==> config.mk <==
export PLATFORM = sky130hd
export DESIGN_NAME = if_stage
export DESIGN_NICKNAME = d
export VERILOG_FILES = /design/src/rtl/if_stage.sv
export SDC_FILE = /design/constraint.sdc
export NUM_CORES = 1
export LEC_CHECK = 0
export ABC_AREA = 1
export CORE_MARGIN = 2
export CORE_UTILIZATION = 35
export CTS_BUF_LIST = sky130_fd_sc_hd__clkbuf_4 sky130_fd_sc_hd__clkbuf_8
export DETAILED_ROUTE_END_ITERATION = 16
export GPL_ROUTABILITY_DRIVEN = 0
export PLACE_DENSITY = 0.7
export SETUP_SLACK_MARGIN = 0.2
export SYNTH_ARGS = -nofsm -noshare
export SYNTH_HDL_FRONTEND = slang
export SYNTH_SLANG_ARGS = --single-unit
==> constraint.sdc <==
create_clock -name clk -period 3.05 [get_ports clk]
set_input_delay 0.61 -clock clk [delete_from_list [all_inputs] [get_ports clk]]
set_output_delay 0.61 -clock clk [all_outputs]
set_load 0.005 [all_outputs]
==> src/rtl/if_stage.sv <==
// Instruction-fetch stage: owns the PC, the imem read address and the IF/ID register.
// States: BOOT | one settling cycle after reset; RUN | normal fetch; HALT | stopped on EBREAK
module if_stage #(
  parameter logic [31:0] RESET_PC  = 32'h0000_0000,
  parameter logic [31:0] NOP_INSTR = 32'h0000_0013
) (
  input  logic        clk,
  input  logic        rst,
  input  logic        stall_i,
  input  logic        redirect_i,
  input  logic [31:0] redirect_pc_i,
  output logic [31:0] imem_addr_o,
  input  logic [31:0] imem_rdata_i,
  output logic [31:0] if_id_instr_o,
  output logic [31:0] if_id_pc_o,
  output logic [31:0] if_id_pc4_o,
  output logic        if_id_valid_o,
  output logic        halted_o,
  output logic        misalign_o,
  output logic [31:0] fetch_count_o,
  output logic [31:0] flush_count_o
);

  localparam logic [1:0] ST_BOOT = 2'd0;
  localparam logic [1:0] ST_RUN  = 2'd1;
  localparam logic [1:0] ST_HALT = 2'd2;

  localparam logic [31:0] EBREAK_INSTR = 32'h0010_0073;

  logic [1:0]  state_q, state_d;
  logic [31:0] pc_q, pc_d;
  logic [31:0] instr_q, instr_d;
  logic [31:0] id_pc_q, id_pc_d;
  logic [31:0] id_pc4_q, id_pc4_d;
  logic        valid_q, valid_d;
  logic        misalign_q, misalign_d;
  logic [31:0] fetch_cnt_q, fetch_cnt_d;
  logic [31:0] flush_cnt_q, flush_cnt_d;
  logic [31:0] pc_plus4;

  assign pc_plus4 = pc_q + 32'd4;

  always_comb begin
    state_d     = state_q;
    pc_d        = pc_q;
    instr_d     = instr_q;
    id_pc_d     = id_pc_q;
    id_pc4_d    = id_pc4_q;
    valid_d     = valid_q;
    fetch_cnt_d = fetch_cnt_q;
    flush_cnt_d = flush_cnt_q;
    misalign_d  = 1'b0;

    if (redirect_i) begin
      pc_d        = {redirect_pc_i[31:2], 2'b00};
      instr_d     = NOP_INSTR;
      id_pc_d     = 32'd0;
      id_pc4_d    = 32'd0;
      valid_d     = 1'b0;
      flush_cnt_d = flush_cnt_q + 32'd1;
      state_d     = ST_RUN;
      misalign_d  = |redirect_pc_i[1:0];
    end else if (stall_i && (state_q != ST_BOOT)) begin
      // Everything holds; BOOT ignores stall so it always settles in one cycle.
      state_d = state_q;
    end else begin
      case (state_q)
        ST_RUN: begin
          instr_d     = imem_rdata_i;
          id_pc_d     = pc_q;
          id_pc4_d    = pc_plus4;
          valid_d     = 1'b1;
          fetch_cnt_d = fetch_cnt_q + 32'd1;
          if (imem_rdata_i == EBREAK_INSTR) begin
            state_d = ST_HALT;
          end else begin
            pc_d = pc_plus4;
          end
        end
        ST_BOOT: begin
          instr_d  = NOP_INSTR;
          id_pc_d  = 32'd0;
          id_pc4_d = 32'd0;
          valid_d  = 1'b0;
          state_d  = ST_RUN;
        end
        ST_HALT: begin
          instr_d  = NOP_INSTR;
          id_pc_d  = 32'd0;
          id_pc4_d = 32'd0;
          valid_d  = 1'b0;
        end
        default: begin
          instr_d  = NOP_INSTR;
          id_pc_d  = 32'd0;
          id_pc4_d = 32'd0;
          valid_d  = 1'b0;
          state_d  = ST_BOOT;
        end
      endcase
    end
  end

  always_ff @(posedge clk or negedge rst) begin
    if (!rst) begin
      state_q     <= ST_BOOT;
      pc_q        <= RESET_PC;
      instr_q     <= NOP_INSTR;
      id_pc_q     <= 32'd0;
      id_pc4_q    <= 32'd0;
      valid_q     <= 1'b0;
      misalign_q  <= 1'b0;
      fetch_cnt_q <= 32'd0;
      flush_cnt_q <= 32'd0;
    end else begin
      state_q     <= state_d;
      pc_q        <= pc_d;
      instr_q     <= instr_d;
      id_pc_q     <= id_pc_d;
      id_pc4_q    <= id_pc4_d;
      valid_q     <= valid_d;
      misalign_q  <= misalign_d;
      fetch_cnt_q <= fetch_cnt_d;
      flush_cnt_q <= flush_cnt_d;
    end
  end

  assign imem_addr_o   = pc_q;
  assign if_id_instr_o = instr_q;
  assign if_id_pc_o    = id_pc_q;
  assign if_id_pc4_o   = id_pc4_q;
  assign if_id_valid_o = valid_q;
  assign halted_o      = (state_q == ST_HALT);
  assign misalign_o    = misalign_q;
  assign fetch_count_o = fetch_cnt_q;
  assign flush_count_o = flush_cnt_q;

endmodule

Word-level counts from Yosys, hierarchy flattened

Index checks and enable logic that the tools add are counted.

Bits in latches: 0
Input port bits: 68
Memory bits (writable): 0
Flip-flop bits (word level): 196
Memory bits (read-only): 0
Memories: 0

Multipliers: 0
Equal/unequal tests: 7
Add/sub/neg operators: 3
Shift-type cells: 0
Divide/modulo/power cells: 0
Bitwise gates (word level): 2
Reduce and logical (&&, ||, !) cells: 8
$lt $le $gt $ge: 0
Mux-type cells: 21

Operator list:

| operator                                         | count |
|---|---|
| 2-to-1 mux 32 bit                                | 13 |
| adder 32 x 1 -> 32 bit (second input constant)   | 2 |
| adder 32 x 3 -> 32 bit (second input constant)   | 1 |
| == test 32 x 21 -> 1 bit (second input constant) | 1 |
| AND reduction 3 bit                              | 3 |
| 2-to-1 mux 2 bit                                 | 3 |
| inequality test 2 bit (second input constant)    | 3 |
| one-hot mux 2 bit (3 select lines)               | 1 |
| 2-to-1 mux 1 bit                                 | 4 |
| nonzero test 2 bit                               | 2 |
| inequality test 3 bit (second input constant)    | 1 |
| == test 2 x 1 -> 1 bit (second input constant)   | 1 |
| == test 2 bit (second input constant)            | 1 |
| zero test 2 bit                                  | 1 |
| inverter 1 bit                                   | 2 |
| OR reduction 2 bit                               | 1 |
| logical AND 1 bit                                | 1 |

Depth between registers and ports, before layout

Gate-level depths: netlist of run 1.

Word-level depth: 5
Mapped depth: 12

Least setup slack after synthesis of run 1

No wires, ideal clock.

Kind: input to register
Start point: input redirect_i
End point: register fetch_cnt_q[18], in the netlist fetch_count_o[18]
Library setup time: 0.118 ns
Stages on the path: 9
Arrival: 1.537 ns
Data required time: 2.932 ns
Slack: 1.395 ns
Cell sequence: inv_2 -> nand3_4 -> nor2_8 -> nand2_2 -> nor2_4 -> nand2_2 -> nor2_4 -> xor2_1 -> inv_1

Word-level cells in the longest chain between the ends: 2

RTL lines:

| what                          | line | RTL |
|---|---|---|
| from (decl)                   | 10   | `input logic redirect_i,` |
| inverter 1 bit (no line)      | n/a  |  |
| AND reduction 3 bit (no line) | n/a  |  |
| to (signal assigned)          | 123  | `fetch_cnt_q <= fetch_cnt_d;` |
| to (decl)                     | 37   | `logic [31:0] fetch_cnt_q, fetch_cnt_d;` |

No other way between the ends.
A chain may end at the register's enable or synchronous reset.

Final worst setup path of run 1

Start point: register state_q[0]
End point: output halted_o

Word-level cells in the longest chain between the ends: 1

RTL lines:

| what                   | line | RTL |
|---|---|---|
| from (decl)            | 30   | `logic [1:0] state_q, state_d;` |
| from (signal assigned) | 116  | `state_q <= state_d;` |
| == test 2 bit          | 133  | `assign halted_o = (state_q == ST_HALT);` |
| to (decl)              | 18   | `output logic halted_o,` |

No other way between the ends.

==> impl_metrics.ini, run 1 <==
[status]
outcome = finished, final reports clean

[sta]
min_period_over_period = 0.753
worst_pin_slew_ns = 0.648
rsz0062_at_grt = no
period_minus_slack_ns = 2.30
fmax_mhz = 435
finClkSkew_ns = 0.0184
drv_slew = 0
hold_ws_ns = 0.161
slew_headroom = 0.568
hold_viol = 0
setup_viol = 0
setup-tns-final_ns = 0

[setup_path]
rr_endpoint = imem_addr_o[28]$_DFFE_PN0P_
worstPathRequired_ns = 2.44
crit_fanout = 5
arrival_ns = 1.69
rr_startpoint = imem_addr_o[3]$_DFFE_PN0P_
crit_type = reg -> out
cp-end-kind = primary output
ff2ff_path_depth = 12
cp-start-kind = register
r2r_setup_slack_ns = 0.96

[synth]
netlist_top_cells_area = dfrtp_1 50%, nand2_1 16%, nor2_1 4.5%, inv_1 3.8%, nand3_1 3.8%
synth_cell_types = 36
synth_edf_count = 0
synthArstFlopShare = 1.00
ys_warn_count = 0
yosysSeqAreaShare = 0.507
synth_top_area_share = 0.499
synth_top_area_cell = dfrtp_1
synth_ff_type = dfrtp_1
avgSynthCellArea_um2 = 8.09
ys_ff_latch = 191
syn_area_um2 = 9430
syn_inst = 1165

[global_route]
grt_start_max_net_pins = 98
grt_busiest_layer = met2
met2_usage = 0.324
track_usage = 0.209
grt_util_met3 = 0.0383
gr-total-overflow = 0
grtUsageMet1 = 0.281
grt_pass1_vias = 8581
grt_first_pass_wirelength_um = 46600
antenna_found_initial = 2

[floorplanning]
io_pins = 263
die_area_um2 = 28300
fp.dieH_um = 168
fp.dieW_um = 168
initial_utilization = 0.353
core.rowCount = 60
coreArea_um2 = 26700

[cells_and_area]
drive_above_1_share = 0.0509
fin_nets = 1492
fin_util = 0.480
area_delta_synth_final_pct = 36.1
most-common-layout-cells = 406 x nand2_1, 258 x clkdlybuf4s50_1, 188 x dfrtp_1, 114 x nor2_1, 95 x inv_1
layout_commonest_cell = nand2_1

[cts]
clkSinkCount = 191
clockBufferDepth = 2
cts_hold_buf = 0
htreeDepth = 4
clkLatencyLatePin_ns = 0.46
ctsResizeCount = 0
cts_made_buffers = 17
root_buffer = clkbuf_8
post_cts_buffers = 0
clk_pin_slew_ns = 0.10
cts_tree = yes

[routing]
via_count = 8764
totalWireLength_um = 29400
viasPerCell = 4.93
drt_pre_antenna_iters = 5
wl_per_cell_um = 16.5
postRouteAntennaNets = 0
drc = 0
drt-initial-drc-count = 662

[power_and_ir_drop]
leakage_nw = 5.83
powerDensity_nw_per_um2 = 631
total_power_mw = 8.10
peakVddDrop_v = 0.000310

[placement]
portBuffers = 260
dp_hpwl_um = 21600

[flow_run]
max-cap-violations = 0

[hold_path]
hp-class = in -> async
[registers in the layout, indices dropped and copies added, names as in the netlist]
| register | flops |
|---|---|
| if_id_instr_o | 32 |
| if_id_pc4_o | 30 |
| flush_count_o | 32 |
| imem_addr_o | 30 |
| if_id_pc_o | 31 |
| fetch_count_o | 32 |
| misalign_o | 1 |
| state_q | 2 |
| if_id_valid_o | 1 |
[cell usage after synthesis, types with 6 or more instances]
cell type / instances
buf_2: 15
clkbuf_1: 10
a22o_1: 33
nor3_1: 21
buf_4: 6
nor2_1: 114
nor2_4: 7
nand4_1: 21
nand3_1: 71
mux2i_1: 8
inv_1: 95
o21ai_0: 69
dfrtp_1: 188
buf_1: 6
nand2_1: 406
xnor2_1: 25
nor2_2: 6
xor2_1: 33
[power breakdown]
group          leakage [nW]  switching, mW  internal (mW)
combinational          3.10           1.29           1.35
sequential             2.52          0.643           3.03
clock                 0.210          0.940          0.845
[layout make-up]
class / count / area (um2)
Antenna cell: 2 / 5.00
Clock buffer: 19 / 255
Clock inverter: 12 / 156
Fill cell: 2539 / 13900
Inverter: 98 / 368
Multi-Input combinational cell: 840 / 4100
Sequential cell: 191 / 4780
Tap cell: 341 / 427
Timing Repair Buffer: 273 / 2740
[worst max-delay path by stage]
stage,slack [ns],startpoint,cells after the start,endpoint
finish,0.75,state_q[0]$_DFFE_PN0P_,2,halted_o
global route,0.65,state_q[0]$_DFFE_PN0P_,2,halted_o
CTS,0.69,state_q[0]$_DFFE_PN0P_,2,halted_o
detailed placement,0.54,stall_i,8,imem_addr_o[12]$_DFFE_PN0P_
global placement,0.56,stall_i,8,imem_addr_o[29]$_DFFE_PN0P_
floorplan,1.40,redirect_i,9,fetch_count_o[18]$_DFFE_PN0P_
[cells by family (layout without fill, tap and decap cells)]
group | after synthesis | count (layout) | share of synthesized area
xor gates and xnor gates | 58 | 58 | 0.0539
muxes | 8 | 8 | 0.00849
AOI/OAI and AO/OA | 107 | 107 | 0.0705
DFF | 191 | 191 | 0.507
and+or+nand+nor | 662 | 662 | 0.297
other | 1 | 4 | 0.000398
adders and majority gates | 3 | 3 | 0.00398
buffers and inverters | 135 | 402 | 0.0581
[worst max-delay path, cell delays in order, from the launching register on]
cell and delay [ns]:
dfrtp_1 0.45, nor2_1 0.20, clkdlybuf4s50_1 0.58
[metrics by stage]
step           cell area (um2)  instances  setup WS (ns)
2_1_floorplan             9430       1166           1.40
3_3_place_gp             12400       1743          0.560
3_5_place_dp             12400       1743          0.540
4_1_cts                  12800       1774          0.689
5_1_grt                  12800       1776          0.652
6_report                 12800       1776          0.752
[routing by layer]
| metal | part of all wire | vias to the layer above |
|---|---|---|
| met2 | 0.46 | 344 |
| met4 | 0.043 | 0 |
| met5 | 0 | - |
| met1 | 0.44 | 4120 |
| li1 | - | 4236 |
| met3 | 0.061 | 64 |
No activity file was read; power rests on OpenSTA's default activity.
==> run 2: changes to the inputs <==
==> constraint.sdc (replaced) <==
create_clock -name clk -period 2.2 [get_ports clk]
set_input_delay 0.44 -clock clk [delete_from_list [all_inputs] [get_ports clk]]
set_output_delay 0.44 -clock clk [all_outputs]
set_load 0.005 [all_outputs]
==> run 2 against run 1 <==
  * Worst setup slack worse by 0.48 ns
  * Sequential power is 39% higher
  * Utilization is 0.76 points higher
  * Total power is 39% higher
  * Largest cell class unchanged
  * Clock power is 32% higher
  * Final area is 1.6% higher
  * Clock skew is 0.00051 ns higher
  * Cell count is 0.79% higher
  * Routed wire length is 0.56% lower
  * Critical path depth is 1 lower
  * Sequential cell count stayed put
  * Die area stayed put
==> impl_metrics.ini, run 2 (synthesis gave the netlist of run 1 again) <==
[sta]
rsz0062_at_grt = yes
min_period_over_period = 0.876
setup_viol = 0
period_minus_slack_ns = 1.93
setup_slack_ns = 0.274
drv_slew = 0
hold_viol = 0
setup-tns-final_ns = 0
fmax_mhz = 519
slew_headroom = 0.586
finClkSkew_ns = 0.0189
worst_pin_slew_ns = 0.616

[global_route]
grt_start_max_net_pins = 60
grt_pass1_vias = 8404
track_usage = 0.206
antenna_found_initial = 0
grt_first_pass_wirelength_um = 46000
gr-total-overflow = 0

[power_and_ir_drop]
powerDensity_nw_per_um2 = 866
peakVddDrop_v = 0.000394
leakage_nw = 5.91
total_power_mw = 11.3

[placement]
dp.cells = 1753
dp_hpwl_um = 21600
post-place-ws_ns = -0.0306
portBuffers = 260

[cts]
clk_pin_slew_ns = 0.10
clockBufferDepth = 2
htreeDepth = 4
clkSinkCount = 191
cts_tree = yes
root_buffer = clkbuf_8
clkLatencyLatePin_ns = 0.46
cts_made_buffers = 17

[routing]
postRouteAntennaNets = 0
drt-initial-drc-count = 586
wl_per_cell_um = 16.3
via_count = 8736
drt_pre_antenna_iters = 5
drc = 0
viasPerCell = 4.88
totalWireLength_um = 29200

[flow_run]
max-cap-violations = 0

[cells_and_area]
drive_above_1_share = 0.0773
area_delta_synth_final_pct = 38.3
antenna-diode-count = 0
fin_nets = 1507
fin_cells = 1790
layout_commonest_cell = nand2_1
multi_input_area_um2 = 4110
most-common-layout-cells = 405 x nand2_1, 254 x clkdlybuf4s50_1, 169 x dfrtp_1, 110 x nor2_1, 95 x inv_1
register_area_um2 = 4810
n_fill_cell = 2560

[floorplanning]
fp.dieH_um = 168
coreArea_um2 = 26700
core.rowCount = 60
die_area_um2 = 28300
fp.dieW_um = 168
initial_utilization = 0.353
io_pins = 263

[setup_path]
crit_type = reg -> out
cp-start-kind = register
crit_family = buffers and inverters
crit_chain = clkdlybuf4s50_1
r2r_setup_slack_ns = 0.36
ff2ff_path_depth = 12
worstPathRequired_ns = 1.76
timing.critical_path.buf_inv = 1
slowest_delay_ns = 0.57
rr_endpoint = imem_addr_o[28]$_DFFE_PN0P_
crit_fanout = 6
cp-end-kind = primary output
cpMaxStageDelayCell = clkdlybuf4s50_1
crit_cells = 1
rr_startpoint = imem_addr_o[2]$_DFFE_PN0P_
arrival_ns = 1.49

[hold_path]
hold_end = state_q[0]$_DFFE_PN0P_
hp-class = in -> reg
min_path_cells = 3
hp-start = redirect_i

[status]
outcome = finished, final reports clean
## run 2: routing by layer
metal / global-route usage / part of all wire / vias to the layer above
met5: 0 / 0 / -
met3: 0.0381 / 0.049 / 32
met2: 0.338 / 0.47 / 286
li1: - / - / 4245
met1: 0.278 / 0.46 / 4173
met4: 0.0630 / 0.020 / 0
## run 2: through the flow
stage	cell area [um2]	hold WS (ns)	util
after floorplan	9430	0.144	-
after global placement	12600	0.419	0.470
after detailed placement	12600	0.422	0.470
after CTS	13000	0.362	0.485
after global routing	13000	0.364	0.488
final	13000	0.370	0.488
## run 2: how the worst max path moves through the flow
stage                                       startpoint                       endpoint  slack [ns]
final                     fetch_count_o[2]$_DFFE_PN0P_               fetch_count_o[2]        0.27
after global routing        imem_addr_o[2]$_DFFE_PN0P_    imem_addr_o[27]$_DFFE_PN0P_        0.19
after floorplan           flush_count_o[0]$_DFFE_PN0P_  flush_count_o[26]$_DFFE_PN0P_        0.60
after CTS                   imem_addr_o[2]$_DFFE_PN0P_                 imem_addr_o[2]        0.21
after global placement                         stall_i   fetch_count_o[8]$_DFFE_PN0P_        0.02
after detailed placement                       stall_i   fetch_count_o[8]$_DFFE_PN0P_       -0.03
## run 2: area by class of cell
class / instances / share of cell area
sequential: 191 / 0.369
multi-input combinational: 840 / 0.316
clock buffer: 21 / 0.0207
inverter: 98 / 0.0282
tap: 341 / 0.0327
clock inverter: 11 / 0.00941
timing repair buffer: 288 / 0.225
## run 2: report_power, final
part           leakage (nW)  total [mW]  switching (mW)  internal (mW)
Clock                 0.198        2.35            1.35           1.00
Combinational          3.21        3.84            1.85           1.99
Sequential             2.50        5.09           0.855           4.23
Total                  5.91        11.3            4.05           7.23
## run 2: what timing repair did
action | 4_1_cts | 5_1_grt
buffers inserted | 0 | 4
resized for setup | 5 | 25
setup endpoints to repair | 5 | 44
pin swaps | 0 | 3
endpoints found under the hold margin | 42 | 0
hold buffers | 1 | 0
